**src/rtl/video_mode_sequencer.sv**
```systemverilog
// -----------------------------------------------------------------------------
// video_mode_sequencer
//
// Owns the background and overlay selects feeding the pixel output mux.
// User button pulses are captured into shadow registers and committed only at
// a frame boundary, so every frame is drawn with one consistent mode. An
// optional demo timer advances the background (carrying into the overlay)
// every AUTO_FRAMES frames. A banner flag is raised for BANNER_FRAMES frames
// after each mode change.
//
// Parameters:
//   AUTO_FRAMES   frames between automatic advances (2..65535)
//   BANNER_FRAMES frames banner_out stays high after a change (1..255)
//   SKIP_TARGET3  1: overlay select never takes the reserved value 3
//
// Ports:
//   clk_in         pixel clock
//   rst_n_in       asynchronous active-low reset
//   new_frame_in   single-cycle frame boundary pulse
//   btn_bg_in      single-cycle request for the next background mode
//   btn_target_in  single-cycle request for the next overlay mode
//   auto_en_in     level, enables automatic cycling
//   bg_out         committed background select
//   target_out     committed overlay select
//   pending_out    a manual request awaits the next frame boundary
//   banner_out     mode-changed banner should be drawn
//
// state   | meaning
// --------+-----------------------------------------------------------
// IDLE    | shadow selects equal the committed selects
// PENDING | manual press captured, commits at the next frame boundary
// -----------------------------------------------------------------------------
module video_mode_sequencer #(
  parameter int unsigned AUTO_FRAMES   = 120,
  parameter int unsigned BANNER_FRAMES = 60,
  parameter int unsigned SKIP_TARGET3  = 1
) (
  input  logic       clk_in,
  input  logic       rst_n_in,
  input  logic       new_frame_in,
  input  logic       btn_bg_in,
  input  logic       btn_target_in,
  input  logic       auto_en_in,
  output logic [1:0] bg_out,
  output logic [1:0] target_out,
  output logic       pending_out,
  output logic       banner_out
);

  typedef enum logic {
    IDLE    = 1'b0,
    PENDING = 1'b1
  } state_t;

  localparam logic [15:0] AUTO_LAST  = 16'(AUTO_FRAMES - 1);
  localparam logic [7:0]  BANNER_LD  = 8'(BANNER_FRAMES);

  state_t      state_q, state_d;
  logic [1:0]  bg_q, bg_d;
  logic [1:0]  tg_q, tg_d;
  logic [1:0]  pend_bg_q, pend_bg_d;
  logic [1:0]  pend_tg_q, pend_tg_d;
  logic [15:0] auto_cnt_q, auto_cnt_d;
  logic [7:0]  banner_cnt_q, banner_cnt_d;
  logic        pending_q, pending_d;
  logic        banner_q, banner_d;

  logic        frame_commit;
  logic        auto_due;
  logic [1:0]  base_bg;
  logic [1:0]  base_tg;

  function automatic logic [1:0] next_tg(input logic [1:0] v);
    if ((SKIP_TARGET3 != 0) && (v >= 2'd2)) begin
      return 2'd0;
    end
    return v + 2'd1;
  endfunction

  always_comb begin
    state_d      = state_q;
    bg_d         = bg_q;
    tg_d         = tg_q;
    auto_cnt_d   = auto_cnt_q;
    banner_cnt_d = banner_cnt_q;
    base_bg      = pend_bg_q;
    base_tg      = pend_tg_q;

    frame_commit = new_frame_in && (state_q == PENDING);
    auto_due     = new_frame_in && (state_q == IDLE) && auto_en_in &&
                   (auto_cnt_q == AUTO_LAST);

    if (frame_commit) begin
      // Commit the shadow values captured before this cycle; a press in this
      // same cycle lands in the shadow below and waits for the next frame.
      bg_d       = pend_bg_q;
      tg_d       = pend_tg_q;
      auto_cnt_d = 16'd0;
      state_d    = IDLE;
      if ((pend_bg_q != bg_q) || (pend_tg_q != tg_q)) begin
        banner_cnt_d = BANNER_LD;
      end
    end else if (auto_due) begin
      bg_d = bg_q + 2'd1;
      if (bg_q == 2'd3) begin
        tg_d = next_tg(tg_q);
      end
      base_bg      = bg_d;
      base_tg      = tg_d;
      auto_cnt_d   = 16'd0;
      banner_cnt_d = BANNER_LD;
    end else if (new_frame_in) begin
      if ((state_q == IDLE) && auto_en_in) begin
        auto_cnt_d = auto_cnt_q + 16'd1;
      end
      if (banner_cnt_q != 8'd0) begin
        banner_cnt_d = banner_cnt_q - 8'd1;
      end
    end

    if (!auto_en_in) begin
      auto_cnt_d = 16'd0;
    end

    pend_bg_d = btn_bg_in     ? (base_bg + 2'd1)  : base_bg;
    pend_tg_d = btn_target_in ? next_tg(base_tg)  : base_tg;

    if (btn_bg_in || btn_target_in) begin
      state_d = PENDING;
    end

    pending_d = (state_d == PENDING);
    banner_d  = (banner_cnt_d != 8'd0);
  end

  always_ff @(posedge clk_in or negedge rst_n_in) begin
    if (!rst_n_in) begin
      state_q      <= IDLE;
      bg_q         <= 2'd0;
      tg_q         <= 2'd0;
      pend_bg_q    <= 2'd0;
      pend_tg_q    <= 2'd0;
      auto_cnt_q   <= 16'd0;
      banner_cnt_q <= 8'd0;
      pending_q    <= 1'b0;
      banner_q     <= 1'b0;
    end else begin
      state_q      <= state_d;
      bg_q         <= bg_d;
      tg_q         <= tg_d;
      pend_bg_q    <= pend_bg_d;
      pend_tg_q    <= pend_tg_d;
      auto_cnt_q   <= auto_cnt_d;
      banner_cnt_q <= banner_cnt_d;
      pending_q    <= pending_d;
      banner_q     <= banner_d;
    end
  end

  assign bg_out      = bg_q;
  assign target_out  = tg_q;
  assign pending_out = pending_q;
  assign banner_out  = banner_q;

endmodule

```
**config.mk**
```make
export PLATFORM = sky130hd
export DESIGN_NAME = video_mode_sequencer
export DESIGN_NICKNAME = d
export VERILOG_FILES = /design/src/rtl/video_mode_sequencer.sv
export SDC_FILE = /design/constraint.sdc
export NUM_CORES = 1
export LEC_CHECK = 0
export BUFFER_PORTS_ARGS = -buffer_cell sky130_fd_sc_hd__buf_4
export CAP_MARGIN = 20
export CORE_MARGIN = 1.5
export CORE_UTILIZATION = 55
export CTS_BUF_LIST = sky130_fd_sc_hd__clkbuf_16
export CTS_CLUSTER_SIZE = 10
export DETAILED_ROUTE_END_ITERATION = 12
export GPL_TIMING_DRIVEN = 0
export MAX_ROUTING_LAYER = met4
export PLACE_DENSITY = 0.74
export SETUP_SLACK_MARGIN = 0.1
export SLEW_MARGIN = 20
export SYNTH_ARGS = -nofsm -noshare
export SYNTH_HDL_FRONTEND = slang
export SYNTH_SLANG_ARGS = --single-unit
```
**constraint.sdc**
```tcl
create_clock -name clk_in -period 2.75 [get_ports clk_in]
set_input_delay 0.55 -clock clk_in [delete_from_list [all_inputs] [get_ports clk_in]]
set_output_delay 0.55 -clock clk_in [all_outputs]
set_load 0.1 [all_outputs]
```
==> summary by stage, run 1 <==
Status
The flow ran to the end, and the final reports show no timing, DRC or antenna violations.

Clocking
TritonCTS built the clock tree. The maximum root-to-sink buffer count is 2. Once the clock tree was built, the setup fixing pass inserted 0 buffers. The library cell used as clock root buffer is sky130_fd_sc_hd__clkbuf_16. Gates resized during post-CTS repair numbered 0. The clock net in this run drives a total of 34 sinks.

The number of H-tree branching levels is 2. After clock tree synthesis, the flow added hold-fix buffers numbering 0. The source-to-sink clock delay at the later pin of the worst-skew pair is ~0.28 ns. The clock-pin slew on the worst setup and hold paths is 0.05 ns.

The clock buffer count from CTS is 5.

Yosys
The share of the synthesized area in the top cell type is about two fifths. The number of nets handed over by synthesis was 234. In the synthesized netlist, the number of instances is 224. The number of warning messages in the yosys log is 0. For this run, the register share of the synthesized area comes to about 41%. The synthesized design spends more area on one cell type than any other, namely sky130_fd_sc_hd__dfrtp_1. After synthesis the cells add up to roughly 0.0021 mm². Counting flops with a built-in enable in the synthesized netlist gives 0. The netlist uses between 50 and 60 different library cells. The register bit total from synthesis is 34. The mean cell area of the mapped netlist is 9.21 µm². The commonest cells after synthesis are sky130_fd_sc_hd__dfrtp_1 (34), sky130_fd_sc_hd__nand2_1 (24), sky130_fd_sc_hd__nor2_1 (24). Yosys attributes the largest share of cell area to sky130_fd_sc_hd__dfrtp_1 (41%), sky130_fd_sc_hd__nand2_1 (4.4%), sky130_fd_sc_hd__nor2_1 (4.4%).

Among all flip-flop cells after synthesis, the most frequent one is sky130_fd_sc_hd__dfrtp_1. Of all flip-flops after synthesis, the portion carrying an async set or reset was 100%. The most common cell in the synthesized netlist is sky130_fd_sc_hd__dfrtp_1.

Global route
The number of antenna violations at the first check in global routing is 0. The remaining global-route overflow is 0. The pin count of the biggest net entering global routing is 35. The via count of the first global-routing pass is 1672.

The first global-routing pass estimated 7560 µm of wire. For this run, the total global-route usage over all layers was measured as 24.3%.

STA
The worst clock skew on the final layout is 0.00614 ns. The setup total negative slack is 0 ns. Setup repair after global routing left no endpoint under its margin.

Measured against its own limit, the worst slew margin works out to 71.2%. Setup violations remaining at the end of the flow were counted as 0. After layout, the minimum clock period comes to 2.16 ns. The final hold slack is 0.209 ns.

The max-slew violation count is 0. Derived from the worst setup path, the maximum achievable clock frequency is 464 MHz. The final hold violation count is 0.

After layout, the worst path uses 78.4% of the clock period. The actual slew at the worst max-slew pin is approximately 0.43 ns.

Final layout
The post-layout utilization of the core is about 64%. The antenna diode count is 0. The final layout net count is around 250. Cells with a size suffix above 1 make up 15.2% of the layout.

The area growth from synthesis to final layout is 13.6%. Once layout is complete, the cells apart from fillers number 291.

Worst setup path
The critical path capture point type is a register. The arrival time reported for the critical path endpoint is 2.29 ns. The data required time of the worst path is between 2 and 3 ns.

Along the worst path, the maximum fanout reaches 8. The worst setup path is of the reg -> reg kind. STA classifies the critical path startpoint as a register.

Pwr
The ratio of total power to cell area is 721 mW/mm². Per report_power, the combinational group accounts for between 30 and 40% of the total. The sequential fraction of design power is between 30% and 40%.

Net switching is 37.3% of the power. VDD sags by at most 476 µV. The switching component of the power is 630 µW.

The clock network fraction of total power is 31.1%. The design draws 1690 µW. Summed over all cells, the static leakage comes to 0.000969 µW. The internal power summed over all cells is 1060 µW.

Drt
The average wire per cell in the routed design is around 15 µm. The final routed wirelength across all metal layers is 4220 µm. The detailed-routing iteration count for the pre-antenna-repair pass is 4. The detailed router finished its first iteration with 90 violations. In the routed design, unresolved DRC markers number 0. The detailed router placed approximately 1700 vias in this run. The detail route stage leaves a number of antenna-violating nets equal to 0. After detailed routing, the number of vias per cell comes to 5.73.

Die
The full die area is 0.00413 mm². The starting density of the core is 56.7%. The initialized floorplan defines 22 standard-cell rows.

The I/O pin count is 12. The floorplan core area is 0.00363 mm². The horizontal die dimension is 64.2 µm.

The die is 64.2 µm tall.

Flow run
The count of max-cap constraint violations is 0.

Place
In this run, placement finished with an instance count of 283. The detailed-placement wirelength estimate is between 2000 and 3000 µm. The congestion estimate from routability-driven global placement came to 0.844. The count of input and output buffers is 11.

Min path
The worst hold-check path type is in -> async.
power groups by stage:
stage	clock (µW)	sequential, µW	combinational [µW]
after global routing	558	644	572
after detailed placement	0	641	522
final	525	635	528
after floorplan	0	786	250
after CTS	541	634	526
after global placement	0	638	512
registers in the layout (all words and copies together), names as in the netlist:
register,flops
auto_cnt_q,16
banner_cnt_q,8
bg_out,2
pend_bg_q,2
pend_tg_q,2
target_out,2
banner_out,1
pending_out,1
cells in the final DEF (no fill, tap or decap), types with 3 or more instances in the layout:
master / n
sky130_fd_sc_hd__a21oi_1: 4
sky130_fd_sc_hd__and2_1: 4
sky130_fd_sc_hd__and3_1: 7
sky130_fd_sc_hd__buf_2: 3
sky130_fd_sc_hd__buf_4: 13
sky130_fd_sc_hd__clkbuf_16: 5
sky130_fd_sc_hd__dfrtp_1: 34
sky130_fd_sc_hd__ha_1: 4
sky130_fd_sc_hd__inv_1: 10
sky130_fd_sc_hd__mux2i_1: 4
sky130_fd_sc_hd__nand2_1: 24
sky130_fd_sc_hd__nand3_1: 12
sky130_fd_sc_hd__nand4_1: 3
sky130_fd_sc_hd__nor2_1: 24
sky130_fd_sc_hd__nor2b_1: 3
sky130_fd_sc_hd__nor3_1: 4
sky130_fd_sc_hd__o21ai_0: 13
sky130_fd_sc_hd__o21ai_1: 3
sky130_fd_sc_hd__o31ai_1: 3
sky130_fd_sc_hd__or2_2: 3
sky130_fd_sc_hd__xnor2_1: 10
sky130_fd_sc_hd__xor2_1: 8
path summary, 6_finish.rpt:
kind / start / cells past startpoint / slack, ns / endpoint
max in group asynchronous: rst_n_in / 1 / 2.24 / auto_cnt_q[10]
worst max register to register: banner_cnt_q[0] / 10 / 0.59 / banner_out
min in group clk_in: auto_cnt_q[1] / 2 / 0.52 / auto_cnt_q[1]
worst min-delay path: rst_n_in / 1 / 0.21 / banner_out
worst max-delay path: banner_cnt_q[0] / 10 / 0.59 / banner_out
worst min register to register: auto_cnt_q[1] / 2 / 0.52 / auto_cnt_q[1]
metal layers:
layer  vias up  global-route usage, %  share of wire (%)
met2        32                   39.5                 49
met5         -                      -                  0
li1        837                      -                  -
met4         0                   9.31                1.8
met3         6                   5.11                3.9
met1       791                   29.8                 46
critical path, stage by stage, from the launching register on:
cell and delay [ns]:
sky130_fd_sc_hd__dfrtp_1 0.35, sky130_fd_sc_hd__buf_2 0.16, sky130_fd_sc_hd__inv_1 0.09, sky130_fd_sc_hd__ha_1 0.14, sky130_fd_sc_hd__nor3b_1 0.34, sky130_fd_sc_hd__and3_1 0.20, sky130_fd_sc_hd__buf_2 0.16, sky130_fd_sc_hd__a21oi_1 0.05
sky130_fd_sc_hd__or2_2 0.29, sky130_fd_sc_hd__a21oi_2 0.14, sky130_fd_sc_hd__o2111ai_1 0.12
area by class of cell:
cell class                 count  area, µm²
timing repair buffer          11       82.6
buffer                         6       41.3
fill                         315       1290
clock inverter                 3       12.5
tap                           48       60.1
clock buffer                   5        125
sequential                    34        851
multi-input combinational    175       1140
inverter                       9       33.8
metrics by stage:
stage	worst slack [ns]	area, µm²
after CTS	0.581	2340
after global routing	0.379	2340
after detailed placement	0.577	2200
final	0.593	2340
after floorplan	0.376	2060
after global placement	0.587	2200
cells by family (layout without fill, tap and decap cells):
group | count (synthesis) | after routing | synth area share [%]
fa+ha+maj | 4 | 4 | 2.43
simple gates | 105 | 105 | 27.4
flops | 34 | 34 | 41.3
compound gates | 44 | 44 | 15.7
buf+inv | 15 | 34 | 3.64
mux | 4 | 4 | 1.94
xor+xnor | 18 | 18 | 7.65
(Power assumes the default switching activity.)
==> run 2, diff against run 1 <==
==> constraint.sdc (replaced) <==
create_clock -name clk_in -period 2.2 [get_ports clk_in]
set_input_delay 0.44 -clock clk_in [delete_from_list [all_inputs] [get_ports clk_in]]
set_output_delay 0.44 -clock clk_in [all_outputs]
set_load 0.1 [all_outputs]
==> run 2 against run 1 <==
Compared with the run above: combinational power up 27%; routed wire length down 5.3%; hold slack worse by 0.11 ns.
==> summary by stage, run 2 (same netlist as run 1, synthesis figures left out) <==
Die
The die is between 60 and 70 µm wide. The number of placement rows is 22. The die is 64.2 µm tall. The floorplan step defined a die boundary enclosing a little over 0.004 mm².

Once the floorplan was initialized, standard cells occupied 56.7% of the core. The floorplan core area is 0.00363 mm². The I/O pin count is 12.

Drt
The average wire per cell in the routed design is around 14 µm. The detailed router finished its first iteration with 92 violations. The count of antenna-violating nets left after detailed routing is 0. The via count of the routed design is 1664. The final routed wirelength across all metal layers is 4000 µm. After detailed routing, the number of remaining DRC violations is 0. The post-detailed-route via-to-cell ratio is 5.68.

The detailed-routing iteration count for the pre-antenna-repair pass is 4.

Worst setup path
The library cell contributing the largest single delay on the critical path is sky130_fd_sc_hd__dfrtp_1. Tracing the worst setup path back leads to its startpoint at auto_cnt_q[0]. The critical register-to-register path startpoint is auto_cnt_q[0]. The signal on the critical path passes through ha_1 -> and3b_1 -> nand4_2 -> o21ai_2 -> buf_4 -> a41o_1 -> a211oi_2 -> o2111ai_2. The critical path ends at banner_out. The worst setup path is launched from a register. The critical path capture point type is a register. The endpoint identified for the worst register-to-register timing path is banner_out. For the worst setup path, the data required time is 2.34 ns. The arrival time reported for the critical path endpoint is 2.15 ns. The setup check on the worst reg-to-reg path leaves a slack of 0.19 ns. The worst register-to-register path has a depth of 8. Along the worst path, the maximum fanout reaches 10. The delay contributed by the slowest stage of the critical path is 0.41 ns. The class of the most critical setup path is reg -> reg.

Place
Once placement finished, the instance area stood at 0.00221 mm². The weighted congestion reported at the end of routability-driven placement is 0.863. The detailed-placement wirelength estimate is 2870 µm. The count of input and output buffers is 11.

Final layout
The register with the highest flop count is auto_cnt_q. The number of filler cells placed in the layout is 316. At the end of the flow, the number of nets in the layout was 254. The total area of multi-input combinational cells is 0.00117 mm².

The largest registers in the layout are auto_cnt_q: 16 flops, banner_cnt_q: 8 flops. The area taken by flip-flops and latches is roughly 860 µm². The number of flip-flops under the largest register name is 16. Cells fill 66.2% of the core in the end.

The fraction of layout cells with a size suffix above 1 is 21.2%. The library cell used most frequently in the layout, excluding fill and tap cells, is sky130_fd_sc_hd__dfrtp_1. Compared with the post-synthesis result, the final layout area differs by 16.6%. In the layout the commonest cells are sky130_fd_sc_hd__dfrtp_1 (29), sky130_fd_sc_hd__nor2_1 (24), sky130_fd_sc_hd__nand2_1 (23), sky130_fd_sc_hd__buf_4 (16), sky130_fd_sc_hd__o21ai_0 (13). The repair_antennas step left the layout with diodes totalling 0. After routing the design area is 0.00240 mm².

STA
The peak clock frequency supported by timing is 496 MHz. The max-slew violation count is 0. The setup total negative slack is 0 ns.

Across all hold checks on the routed design, the worst slack comes to roughly 0.098 ns. Setup repair after global routing could not meet its margin everywhere. The smallest clock period supported by the final layout is computed as 2.01 ns. The worst max-slew margin expressed relative to the limit is 71.6%.

The count of final setup violators is 0. At the pin with the least slew margin, the transition time is 0.426 ns. The final hold violation count is 0. The worst clock skew on the final layout is 0.00480 ns. The post-route clock period utilization is 91.6%.

Global route
In the global route stage, overall resource usage came out at 22.3%. For this run, global-route usage on met3 was measured as between 4 and 5%. For this run, global-route usage on met2 was measured as 38.2%. The most used routing layer is met2.

The remaining global-route overflow is 0. The number of antenna violations at the first check in global routing is 0. The via count of the first global-routing pass is between 1500 and 2000. In the global route stage, met1 resource usage came out at 25.7%.

Entering global routing, the biggest net connects 35 pins. The first global-routing pass estimated 6910 µm of wire.

Status
The flow ran to the end, and the final reports show no timing, DRC or antenna violations.

Clocking
The maximum root-to-sink buffer count is 2. The tree built by TritonCTS fans out to 34 sinks. The clock tree from TritonCTS is yes. In this run the number of H-tree levels came out at 2. The clock reaches the later pin of the worst-skew pair after about 0.28 ns. The clock buffer count from CTS is 5. The clock-pin slew on the worst setup and hold paths is 0.05 ns.

The tree is rooted in a sky130_fd_sc_hd__clkbuf_16.

Flow run
The count of max-cap constraint violations is 0.

Pwr
The total leakage power is 0.000985 µW. The sum of internal, switching and leakage power is ~2100 µW. VDD sags by at most around 570 µV.

The ratio of total power to cell area is 881 mW/mm².

Min path
The worst hold-check path type is in -> async.
run 2: cell types whose count changed in the layout (fill, tap and decap cells not counted), sizes merged:
cell	previous run	this run
buf	17	18
clkbuf	5	6
run 2: worst min-delay path by stage:
stage                        start               to  slack, ns  cells after the start
final                     rst_n_in  banner_cnt_q[4]        0.1                      1
after global routing      rst_n_in  banner_cnt_q[4]       0.14                      1
after CTS                 rst_n_in  banner_cnt_q[4]       0.12                      1
after detailed placement  rst_n_in  banner_cnt_q[4]       0.41                      1
after global placement    rst_n_in  banner_cnt_q[4]       0.41                      1
after floorplan           rst_n_in    auto_cnt_q[0]       0.14                      0
run 2: routing by layer:
| metal | up-vias | wire length [µm] |
|---|---|---|
| li1 | 848 | - |
| met1 | 792 | 1930 |
| met2 | 19 | 1910 |
| met3 | 5 | 87 |
| met4 | 0 | 66 |
| met5 | - | 0 |
run 2: final cells by class:
cell class	count	share of cell area (%)
repair buffers	13	4.06
clock buffers	5	5.20
plain buffers	6	1.93
well taps	48	2.50
multi-input cells	175	48.8
clock inverters	3	0.520
flip-flops and latches	34	35.6
inverters	9	1.40
run 2: power breakdown:
group | internal (µW) | leakage [µW] | total (µW) | switching, µW
registers | 704 | 0.000424 | 797 | 92.4
logic | 234 | 0.000488 | 670 | 436
clock network | 408 | 0.0000724 | 652 | 244
run 2: repair_timing:
action	CTS	global route
hold buffers	0	0
pin swaps	0	3
gates cloned	0	0
resized for setup	1	10
buffers inserted	0	2
endpoints found under the setup margin	1	9
run 2: worst max-delay path: cells and delay by family (launching register included):
family                     cells  cell delay, ns
AOI/OAI and AO/OA              4            0.71
adders and majority gates      1            0.25
buffers and inverters          1            0.17
DFF                            1            0.41
and+or+nand+nor                2            0.34
run 2: stage by stage:
step	worst slack, ns	cells
after floorplan	0.137	224
after global placement	0.0500	283
after detailed placement	0.0543	283
after CTS	0.148	291
after global routing	0.0768	293
final	0.186	293
